$ cat src/rtl/clk_div_pkg.sv
// clk_div_pkg: shared constants and helpers
// for the multi-channel clock divider.
package clk_div_pkg;

  localparam int MIN_DIV = 2;

  function automatic int clog2(input int n);
    int r;
    r = 0;
    while ((1 << r) < n) r++;
    return r;
  endfunction

  // Channel-index width; never narrower than one bit.
  function automatic int ch_w(input int n);
    return (n > 1) ? clog2(n) : 1;
  endfunction

endpackage

$ cat src/rtl/clk_div_channel.sv
// clk_div_channel: one divider channel with
// active/pending divisor swapped at the period boundary.
module clk_div_channel
  import clk_div_pkg::*;
#(
  parameter int DIV_W       = 27,
  parameter int DEFAULT_DIV = 100_000
) (
  input  logic             clkin,
  input  logic             rst,
  input  logic             en,
  input  logic             restart,
  input  logic             load,
  input  logic [DIV_W-1:0] load_div,
  output logic             tick,
  output logic             clk_out,
  output logic             pend
);

  localparam logic [DIV_W-1:0] DEF_DIV =
    (DEFAULT_DIV < MIN_DIV) ? DIV_W'(MIN_DIV)
                            : DIV_W'(DEFAULT_DIV);

  logic [DIV_W-1:0] cnt;
  logic [DIV_W-1:0] act_div;
  logic [DIV_W-1:0] pend_div;
  logic [DIV_W-1:0] cnt_nx;
  logic             idle;
  logic             wrap;

  assign idle   = restart || !en;
  assign wrap   = (cnt == act_div - DIV_W'(1));
  assign cnt_nx = (idle || wrap) ? '0 : cnt + DIV_W'(1);

  always_ff @(posedge clkin) begin
    if (rst) begin
      cnt      <= '0;
      act_div  <= DEF_DIV;
      pend_div <= DEF_DIV;
      pend     <= 1'b0;
      tick     <= 1'b0;
      clk_out  <= 1'b0;
    end else begin
      cnt     <= cnt_nx;
      tick    <= !idle && wrap;
      clk_out <= (cnt_nx >= (act_div >> 1));
      if ((idle || wrap) && pend) begin
        act_div <= pend_div;
        pend    <= 1'b0;
      end
      // A load on a boundary edge stays pending for the next one.
      if (load) begin
        pend_div <= load_div;
        pend     <= 1'b1;
      end
    end
  end

endmodule

$ cat src/rtl/clk_div_multi.sv
// clk_div_multi: NUM_CH runtime-programmable clock dividers
// sharing one valid/ready config port.
module clk_div_multi
  import clk_div_pkg::*;
#(
  parameter int  CLK_HZ      = 100_000_000,
  parameter int  NUM_CH      = 4,
  parameter int  DIV_W       = 27,
  parameter int  DEFAULT_DIV = 100_000,
  localparam int CH_W        = ch_w(NUM_CH)
) (
  input  logic              clkin,
  input  logic              rst,
  input  logic              cfg_valid,
  output logic              cfg_ready,
  input  logic [CH_W-1:0]   cfg_ch,
  input  logic [DIV_W-1:0]  cfg_div,
  input  logic [NUM_CH-1:0] ch_en,
  input  logic              sync_restart,
  output logic [NUM_CH-1:0] tick_out,
  output logic [NUM_CH-1:0] clk_out,
  output logic [NUM_CH-1:0] pend_out
);

  if (NUM_CH < 1 || NUM_CH > 16 || CLK_HZ < 1) begin : g_bad_cfg
    $error("clk_div_multi: unsupported parameters");
  end

  logic [DIV_W-1:0]  div_c;
  logic [NUM_CH-1:0] load;
  logic              pend_sel;
  logic              acc;

  assign div_c = (cfg_div < DIV_W'(MIN_DIV)) ? DIV_W'(MIN_DIV)
                                             : cfg_div;

  // Out-of-range channels read as never pending: accepted, dropped.
  always_comb begin
    pend_sel = 1'b0;
    for (int i = 0; i < NUM_CH; i++) begin
      if (cfg_ch == CH_W'(i)) pend_sel = pend_out[i];
    end
  end

  assign cfg_ready = !rst && !pend_sel;
  assign acc       = cfg_valid && cfg_ready;

  always_comb begin
    load = '0;
    for (int i = 0; i < NUM_CH; i++) begin
      if (cfg_ch == CH_W'(i)) load[i] = acc;
    end
  end

  for (genvar g = 0; g < NUM_CH; g++) begin : g_ch
    clk_div_channel #(
      .DIV_W       (DIV_W),
      .DEFAULT_DIV (DEFAULT_DIV)
    ) u_ch (
      .clkin    (clkin),
      .rst      (rst),
      .en       (ch_en[g]),
      .restart  (sync_restart),
      .load     (load[g]),
      .load_div (div_c),
      .tick     (tick_out[g]),
      .clk_out  (clk_out[g]),
      .pend     (pend_out[g])
    );
  end

endmodule
$ cat config.mk
export PLATFORM = sky130hd
export DESIGN_NAME = clk_div_multi
export DESIGN_NICKNAME = d
export VERILOG_FILES = /design/src/rtl/clk_div_pkg.sv /design/src/rtl/clk_div_channel.sv /design/src/rtl/clk_div_multi.sv
export SDC_FILE = /design/constraint.sdc
export NUM_CORES = 1
export LEC_CHECK = 0
export ABC_CLOCK_PERIOD_IN_PS = 8800
export CAP_MARGIN = 20
export CORE_UTILIZATION = 45
export CTS_BUF_LIST = sky130_fd_sc_hd__clkbuf_8
export CTS_CLUSTER_SIZE = 30
export DETAILED_ROUTE_END_ITERATION = 10
export HOLD_SLACK_MARGIN = 0.03
export PLACE_DENSITY = 0.72
export SYNTH_ARGS = -nofsm -noshare
export SYNTH_HDL_FRONTEND = slang
export SYNTH_SLANG_ARGS = --single-unit
export TNS_END_PERCENT = 5
$ cat constraint.sdc
create_clock -name clkin -period 8.8 [get_ports clkin]
set_input_delay 1.76 -clock clkin [delete_from_list [all_inputs] [get_ports clkin]]
set_output_delay 1.76 -clock clkin [all_outputs]
set_load 0.02 [all_outputs]
==> results.json, run 1 <==
{
  "outcome": "complete, no violations",
  "timing_hold_violations_final": 0,
  "internal-power_mw": 2.52,
  "cts_sinks": 336,
  "tns_ns": 0,
  "clk_pin_slew_worst_paths_ns": 0.06,
  "drc": 0,
  "setup_viol": 0,
  "p_leak_nw": 8.34,
  "hold_ws_ns": 0.454,
  "async_flop_share_pct": 0,
  "drtIter0Drc": 1410,
  "nFillCells": 4228,
  "finClkSkew_ns": 0.0242,
  "cap_viol_max_count": 0,
  "grt_max_degree": 124,
  "peakVddDrop_mv": 0.107,
  "postCtsHoldBufs": 0,
  "nets": 2677,
  "synth_common_cells": "336 x dfxtp_1, 324 x nor2_1, 184 x nand2b_1",
  "path_class": "reg -> reg",
  "synth_most_common_cell": "dfxtp_1",
  "start_util_pct": 45.7,
  "synth_edf_count": 0,
  "p_sw_share_pct": 23.5,
  "p_switching_uw": 772,
  "wl_per_cell_um": 17.2,
  "ys_warn_count": 0,
  "die_h_um": 217,
  "synth_area_leaders": "dfxtp_1 32%, mux2i_1 7.8%, ha_1 6.7%, nor2_1 5.8%, nand2b_1 5.5%",
  "cts_root_buf": "clkbuf_8",
  "syn_nets": 2712,
  "final_antenna_net_count": 0,
  "io_pins": 50,
  "syn_inst": 2563,
  "drt_wl_total_mm": 54.7,
  "power_density_nw_per_um2": 144,
  "cp_data_required_time_ns": 9.31,
  "drt_pass1_iterations": 6,
  "r2r_slack_ns": 2.96,
  "power_frac_comb_pct": 4.8,
  "cts_resized": 0,
  "worstSetupEndpointType": "flop",
  "gr-total-overflow": 0,
  "layout_min_cycle_time_ns": 5.84,
  "syn2layout_area_growth_pct": 9.85,
  "yosys_register_bits": 336,
  "track_usage_pct": 23.0,
  "yosysSeqAreaShare_pct": 32.3,
  "slew_violations": 0,
  "ys_types": 81,
  "gp_congestion": 0.940,
  "num_antenna_cells": 0,
  "tightestPinTransition_ns": 1.05,
  "crit_fanout": 54,
  "die-area_um2": 47200,
  "hold_path.class": "reg -> reg",
  "clkLatencyLatePin_ns": 0.66,
  "power_frac_clock_pct": 48.3,
  "hpwl_mm": 39.9,
  "period_share_pct": 66.4,
  "cts_setup_buffers": 0,
  "grt_pass1_wl_mm": 88.7,
  "via_per_inst": 5.61,
  "layout-drive-gt1-share_pct": 5.25,
  "arrival_ns": 6.35,
  "rsz0062_at_grt": "false",
  "grt_pass1_vias": 16900,
  "vias": 17800,
  "cts_tree": "yes",
  "core_um2": 45600,
  "syn_area_per_cell_um2": 8.13,
  "core.rowCount": 78,
  "max_slew_margin_pct": 30.2,
  "die_w_um": 217,
  "p_seq_share_pct": 47.0,
  "io_buffers": 49,
  "clockBufferDepth": 3,
  "synth_area_um2": 20800,
  "cts_buffers": 56,
  "synth_top_area_share_pct": 32.3,
  "htree_levels": 2,
  "synth_area_leader_cell": "dfxtp_1",
  "grt_antenna_before_repair": 0,
  "start_kind": "flop",
  "fmax_ghz": 0.171,
  "synth_flop_cell": "dfxtp_1"
}
[stage by stage]
stage	cell area, um2	setup slack (ns)	util [%]	total power [mW]	instances
after global placement	21500	3.12	47.1	1.73	3064
after floorplan	20800	3.88	-	1.67	2563
final	22900	2.96	50.2	3.29	3171
after CTS	22800	3.00	50.1	3.32	3168
after global routing	22900	2.68	50.2	3.40	3171
after detailed placement	21600	3.03	47.3	1.73	3067
[power by group through the flow]
| stage | Sequential [mW] | Combinational, mW | Clock [mW] |
|---|---|---|---|
| global route | 1.55 | 0.168 | 1.69 |
| global placement | 1.58 | 0.150 | 0 |
| detailed placement | 1.58 | 0.153 | 0 |
| finish | 1.55 | 0.156 | 1.59 |
| CTS | 1.55 | 0.154 | 1.62 |
| floorplan | 1.58 | 0.0977 | 0 |
[cell families after synthesis]
kind of cell	share of synthesized area (%)
fa+ha+maj	6.72
mux	8.05
simple gates	28.2
flops	32.3
compound gates	9.46
xor+xnor	9.41
buf+inv	5.85
[final cells by class]
class / count / area [um2] / area share, %
clock buffers: 70 / 963 / 4.21
clock inverters: 31 / 322 / 1.40
inverters: 126 / 473 / 2.07
multi-input cells: 1943 / 13000 / 56.6
flip-flops and latches: 336 / 6730 / 29.4
well taps: 600 / 751 / 3.28
repair buffers: 65 / 701 / 3.06
[routing by layer]
metal	wire (um)	part of all wire (%)	global-route usage (%)	vias up
li1	-	-	-	8792
met1	26200	48	32.6	8410
met2	23600	43	35.6	487
met3	2980	5.5	2.77	112
met4	1890	3.5	8.71	0
met5	0	0	0	-
[sequential cells by signal (all words and copies together), names as in the netlist]
signal / cells
g_ch.u_ch.act_div: 108
g_ch.u_ch.tick: 4
g_ch.u_ch.pend: 4
g_ch.u_ch.pend_div: 108
g_ch.u_ch.cnt: 108
g_ch.u_ch.clk_out: 4
[worst max-delay path: stages, from the launching register on]
cell	delay, ns
dfxtp_1	0.36
inv_1	0.08
ha_1	0.26
or4b_1	0.62
nor4_1	0.82
a31oi_1	0.18
a211o_1	0.25
nor4_1	0.30
nand4_1	0.26
nand2_1	0.19
buf_4	0.46
nor2_1	0.11
ha_1	0.34
a21o_1	0.17
a21o_1	0.17
a211o_1	0.28
a31oi_1	0.17
o21ai_0	0.14
a211oi_1	0.27
o311a_1	0.18
o22ai_1	0.07
[path summary, 6_finish.rpt]
kind	from	end	depth (start not counted)
worst max-delay path	g_ch[3].u_ch.act_div[0]	g_ch[3].u_ch.clk_out	20
worst min-delay path	g_ch[0].u_ch.pend_div[12]	g_ch[0].u_ch.pend_div[12]	2
worst max register to register	g_ch[3].u_ch.act_div[0]	g_ch[3].u_ch.clk_out	20
worst min register to register	g_ch[0].u_ch.pend_div[12]	g_ch[0].u_ch.pend_div[12]	2
[placed cells by master (no fill, tap or decap), drive strengths merged, types with 84 or more instances in the layout]
| cell type | synthesis | final |
|---|---|---|
| dfxtp | 336 | 336 |
| nor2 | 324 | 324 |
| nand2b | 184 | 184 |
| nand2 | 177 | 177 |
| mux2i | 162 | 162 |
| inv | 126 | 145 |
| xnor2 | 126 | 126 |
| nor3 | 113 | 113 |
| ha | 112 | 112 |
| xor2 | 98 | 98 |
| a21oi | 84 | 84 |
No activity file was read; power rests on OpenSTA's default activity.
==> inputs of run 2 (changes only) <==
ABC_CLOCK_PERIOD_IN_PS = 5400   (was 8800)
clock period = 5.4 ns   (was 8.8 ns; I/O delays follow)
==> run 2 against run 1 <==
Net effect:
- global-route usage is 0.10 points lower
- critical path depth is 2 lower
- non-clock buffer count grew 31
- core utilization is 0.071 points higher
- hold slack better by 0.00088 ns
- combinational power up 64%
- via count is 0.97% higher
- clock skew is 0.0058 ns lower
- largest cell class unchanged
==> results.json, run 2 (synthesized netlist as in run 1, its figures left out) <==
{
  "path_class": "reg -> reg",
  "syn2layout_area_growth_pct": 10.0,
  "cts_sinks": 336,
  "outcome": "complete, no violations",
  "p_leak_nw": 8.40,
  "power_frac_comb_pct": 5.1,
  "die-area_um2": 47200,
  "nFillCells": 4272,
  "vias": 18000,
  "crit_family": "simple AND/OR/NAND/NOR gates",
  "postLayoutCoreUtil_pct": 50.3,
  "p_switching_mw": 1.23,
  "layout.cells.most_common": "dfxtp_1",
  "p_sw_share_pct": 24.3,
  "dr_wl_met3_mm": 3.57,
  "layout_min_cycle_time_ns": 5.10,
  "start_util_pct": 45.7,
  "reg_top3": "g_ch.u_ch.act_div (108), g_ch.u_ch.cnt (108), g_ch.u_ch.pend_div (108)",
  "clkLatencyLatePin_ns": 0.66,
  "postCtsHoldBufs": 0,
  "grt_pass1_wl_mm": 88.5,
  "cp_data_required_time_ns": 5.91,
  "clockBufferDepth": 3,
  "final_cell_mix": "336 x dfxtp_1, 322 x nor2_1, 184 x nand2b_1, 176 x nand2_1, 162 x mux2i_1",
  "dr.max_layer_used": "met4",
  "placed_area_um2": 21800,
  "io_pins": 50,
  "internal-power_mw": 3.82,
  "track_usage_pct": 22.9,
  "grt_antenna_before_repair": 0,
  "r2r_cells": 18,
  "slew_violations": 0,
  "cts_root_buf": "clkbuf_8",
  "tightestPinTransition_ns": 1.01,
  "start_kind": "flop",
  "worstSetupEndpointType": "flop",
  "drt_pass1_iterations": 5,
  "wl_met2_mm": 23.5,
  "arrival_ns": 5.61,
  "hold_ws_ns": 0.455,
  "wl_per_cell_um": 17.0,
  "final_antenna_net_count": 0,
  "period_share_pct": 94.4,
  "clk_pin_slew_worst_paths_ns": 0.06,
  "nets": 2706,
  "htree_levels": 2,
  "drc": 0,
  "crit_fanout": 49,
  "power_frac_clock_pct": 45.0,
  "cp_slowest_cell": "or4_1",
  "die_w_um": 217,
  "rsz0062_at_grt": "false",
  "met1_length_mm": 25.5,
  "core_um2": 45600,
  "holdPathStages": 2,
  "path_cells": "or4_1 > nor4_1 > mux2_2 > a211oi_1 > nor4b_2 > nand4b_1 > nor3_4 > buf_12 > nor3_1 > ha_1 > a21o_1 > a21o_1 > a21oi_1 > nor2b_1 > o21ai_0 > a21oi_1 > nor4b_2 > o32ai_1",
  "max_slew_margin_pct": 32.9,
  "timing_hold_violations_final": 0,
  "fmax_ghz": 0.196,
  "crit_cells": 18,
  "core.rowCount": 78,
  "cts_tree": "yes",
  "grt_pass1_vias": 17100,
  "finClkSkew_ns": 0.0184,
  "gp_congestion": 0.943,
  "p_total_mw": 5.05,
  "die_h_um": 217,
  "stdcell_area_um2": 22900,
  "hpwl_mm": 40.4,
  "io_buffers": 49,
  "grt_max_degree": 109,
  "gr-total-overflow": 0,
  "drtIter0Drc": 1394,
  "crit_buf_inv": 1,
  "cap_viol_max_count": 0,
  "setup_viol": 0,
  "cts_buffers": 54,
  "power_density_nw_per_um2": 220,
  "drt_wl_total_mm": 54.3,
  "tns_ns": 0,
  "hold_path.class": "reg -> reg",
  "via_per_inst": 5.62,
  "layout-drive-gt1-share_pct": 6.47,
  "slowest_delay_ns": 0.73,
  "peakVddDrop_mv": 0.169,
  "p_seq_share_pct": 49.9
}
## run 2: changes by cell type in the layout (fill, tap and decap cells not counted), moves of 2 or more
cell	delta
buf_4	+33
bufinv_16	-5
clkinv_2	+5
clkbuf_8	-3
buf_12	-2
buf_16	-2
nor4b_1	-2
nor4b_2	+2
## run 2: power groups by stage
stage | registers (mW) | clock network, mW | logic, mW
6_report | 2.52 | 2.27 | 0.256
5_1_grt | 2.52 | 2.44 | 0.274
4_1_cts | 2.52 | 2.34 | 0.252
3_5_place_dp | 2.57 | 0 | 0.251
3_3_place_gp | 2.57 | 0 | 0.248
2_1_floorplan | 2.57 | 0 | 0.159
## run 2: area by class of cell
type / count / area (um2) / share of cell area, %
Timing Repair Buffer: 96 / 880 / 3.84
Tap cell: 600 / 751 / 3.27
Antenna cell: 1 / 2.50 / 0.0109
Inverter: 126 / 473 / 2.06
Clock buffer: 67 / 922 / 4.02
Sequential cell: 336 / 6730 / 29.3
Multi-Input combinational cell: 1943 / 13000 / 56.6
Clock inverter: 30 / 190 / 0.829
## run 2: what timing repair did
item                                    4_1_cts  5_1_grt
gates resized for setup                       0        6
buffers inserted                              0        1
endpoints found under the setup margin        0        3
## run 2: per-layer routing
metal  GRT usage, %  vias up
li1               -     8865
met1           32.2     8389
met2           35.4      586
met3           3.09      133
met4           8.94        0
met5              0        -
## run 2: worst paths after layout
path                                           startpoint                   endpoint  slack (ns)
worst min-delay path            g_ch[0].u_ch.pend_div[20]  g_ch[0].u_ch.pend_div[20]        0.46
worst max register to register    g_ch[0].u_ch.act_div[2]       g_ch[0].u_ch.clk_out        0.30
worst min register to register  g_ch[0].u_ch.pend_div[20]  g_ch[0].u_ch.pend_div[20]        0.46
worst max-delay path              g_ch[0].u_ch.act_div[2]       g_ch[0].u_ch.clk_out        0.30
## run 2: metrics by stage
stage / cells / setup WS (ns)
6_report: 3199 / 0.304
5_1_grt: 3198 / 0.0540
4_1_cts: 3195 / 0.262
3_5_place_dp: 3098 / 0.294
3_3_place_gp: 3098 / 0.410
2_1_floorplan: 2563 / 0.478
## run 2: worst register-to-register path: cells and delay by family, from the launching register on
family	cells	cell delay, ns
buffers and inverters	1	0.27
DFF	1	0.39
adders and majority gates	1	0.33
AOI/OAI and AO/OA	7	0.99
muxes	1	0.40
and+or+nand+nor	8	2.59
==> inputs of run 3 (changes only) <==
CAP_MARGIN = not set   (was 20)
SLEW_MARGIN = 40   (was not set)
==> run 3 against run 2 <==
Net effect:
- clock skew down 0.0029 ns
- non-clock buffer count down 1
- largest cell class unchanged
- register-to-register slack worse by 0.04 ns
- critical endpoint is now g_ch[2].u_ch.clk_out
==> results.json, run 3 (synthesized netlist as in run 1, its figures left out) <==
{
  "power_frac_comb_pct": 5.0,
  "p_leak_nw": 8.40,
  "track_usage_pct": 23.1,
  "slowest_delay_ns": 0.57,
  "max_slew_margin_pct": 45.9,
  "finClkSkew_ns": 0.0156,
  "rr_startpoint": "g_ch[2].u_ch.act_div[6]",
  "power_density_nw_per_um2": 223,
  "reg_top3": "g_ch.u_ch.act_div (108), g_ch.u_ch.cnt (108), g_ch.u_ch.pend_div (108)",
  "cts_setup_buffers": 0,
  "layout.cells.most_common": "dfxtp_1",
  "tightestPinTransition_ns": 0.809,
  "syn2layout_area_growth_pct": 10.1,
  "outcome": "complete, no violations",
  "crit_fanout": 15,
  "path_class": "reg -> reg",
  "p_sw_share_pct": 24.0,
  "crit_family": "simple AND/OR/NAND/NOR gates",
  "fmax_ghz": 0.195,
  "grt_pass1_vias": 17200,
  "timing_hold_violations_final": 0,
  "r2r_end": "g_ch[2].u_ch.clk_out",
  "r2r_cells": 17,
  "grt_pass1_wl_mm": 89.0,
  "gr-total-overflow": 0,
  "placed_area_um2": 21800,
  "die_h_um": 217,
  "r2r_slack_ns": 0.27,
  "clkLatencyLatePin_ns": 0.65,
  "htree_levels": 2,
  "cts_sinks": 336,
  "core_um2": 45600,
  "cts_root_buf": "clkbuf_8",
  "tns_ns": 0,
  "final_antenna_net_count": 0,
  "hold_path.class": "reg -> reg",
  "start_kind": "flop",
  "p_seq_share_pct": 49.2,
  "slew_violations": 0,
  "peakVddDrop_mv": 0.161,
  "nFillCells": 4260,
  "core.rowCount": 78,
  "stdcell_area_um2": 23000,
  "path_cells": "or3_4 > or3_1 > or4_1 > a222oi_1 > nand4_1 > or4_1 > nand2_2 > buf_4 > nor2_1 > ha_1 > a21o_1 > a21o_1 > a21oi_1 > o21ai_0 > a211o_1 > a311oi_1 > o22ai_1",
  "crit_buf_inv": 1,
  "hpwl_mm": 40.8,
  "start_util_pct": 45.7,
  "cap_viol_max_count": 0,
  "drt_pass1_iterations": 5,
  "dp_slack_ns": 0.291,
  "cp-endpoint": "g_ch[2].u_ch.clk_out",
  "p_switching_mw": 1.23,
  "grt_antenna_before_repair": 1,
  "io_pins": 50,
  "drt_wl_total_mm": 54.8,
  "rsz0062_at_grt": "false",
  "worstSetupEndpointType": "flop",
  "layout_min_cycle_time_ns": 5.13,
  "nets": 2706,
  "grt_max_degree": 109,
  "num_antenna_cells": 0,
  "arrival_ns": 5.64,
  "die-area_um2": 47200,
  "cp_slowest_cell": "or4_1",
  "internal-power_mw": 3.89,
  "clk_pin_slew_worst_paths_ns": 0.07,
  "via_per_inst": 5.63,
  "vias": 18000,
  "setup_viol": 0,
  "layout-drive-gt1-share_pct": 6.39,
  "gp_congestion": 0.943,
  "io_buffers": 49,
  "drtIter0Drc": 1620,
  "cp_data_required_time_ns": 5.91,
  "cts_buffers": 55,
  "wl_per_cell_um": 17.1,
  "clockBufferDepth": 3,
  "crit_cells": 17,
  "drc": 0,
  "fin_ws_ns": 0.265,
  "final_cell_mix": "336 x dfxtp_1, 323 x nor2_1, 184 x nand2b_1, 175 x nand2_1, 162 x mux2i_1",
  "cp-startpoint": "g_ch[2].u_ch.act_div[6]",
  "die_w_um": 217,
  "power_frac_clock_pct": 45.8,
  "period_share_pct": 95.1,
  "cts_tree": "yes"
}
run 3: area by class of cell:
class                           count  area (um2)  share of cell area [%]
Multi-Input combinational cell   1943       13000                    56.6
Inverter                          126         473                    2.06
Sequential cell                   336        6730                    29.3
Clock inverter                     27         200                   0.872
Tap cell                          600         751                    3.27
Timing Repair Buffer               95         865                    3.77
Clock buffer                       69         950                    4.14
run 3: per-layer routing:
| metal | track usage [%] | vias up | wire [um] |
|---|---|---|---|
| li1 | - | 8860 | - |
| met1 | 32.2 | 8469 | 26200 |
| met2 | 35.9 | 546 | 23500 |
| met3 | 3.17 | 126 | 3160 |
| met4 | 8.76 | 0 | 1890 |
| met5 | 0 | - | 0 |
run 3: worst min-delay path by stage:
| stage | from | end | cells past startpoint |
|---|---|---|---|
| 2_1_floorplan | g_ch[0].u_ch.pend_div[0] | g_ch[0].u_ch.pend_div[0] | 2 |
| 3_3_place_gp | g_ch[1].u_ch.pend_div[21] | g_ch[1].u_ch.pend_div[21] | 2 |
| 3_5_place_dp | g_ch[1].u_ch.pend_div[21] | g_ch[1].u_ch.pend_div[21] | 2 |
| 4_1_cts | g_ch[1].u_ch.pend_div[21] | g_ch[1].u_ch.pend_div[21] | 2 |
| 5_1_grt | g_ch[0].u_ch.pend_div[20] | g_ch[0].u_ch.pend_div[20] | 2 |
| 6_report | g_ch[1].u_ch.pend_div[21] | g_ch[1].u_ch.pend_div[21] | 2 |
run 3: what timing repair did:
item                                    4_1_cts  5_1_grt
hold buffers                                  0        0
endpoints found under the setup margin        0        3
resized for setup                             0        4
endpoints found under the hold margin         0        0
run 3: power by group through the flow:
stage	sequential [mW]	combinational (mW)	clock, mW
finish	2.52	0.256	2.35
global route	2.52	0.274	2.50
CTS	2.52	0.254	2.41
detailed placement	2.57	0.253	0
floorplan	2.57	0.159	0
global placement	2.57	0.248	0
run 3: worst min-delay path: stages (launching register included):
cell,delay [ns]
dfxtp_1,0.31
nand2_1,0.05
a21oi_1,0.05
run 3: per-stage QoR:
stage / util, % / std cells / hold WS, ns / power [mW]
CTS: 50.3 / 3196 / 0.456 / 5.18
finish: 50.4 / 3196 / 0.457 / 5.12
global route: 50.4 / 3196 / 0.481 / 5.30
global placement: 47.7 / 3098 / 0.442 / 2.82
detailed placement: 47.8 / 3100 / 0.447 / 2.83
floorplan: - / 2563 / 0.437 / 2.73
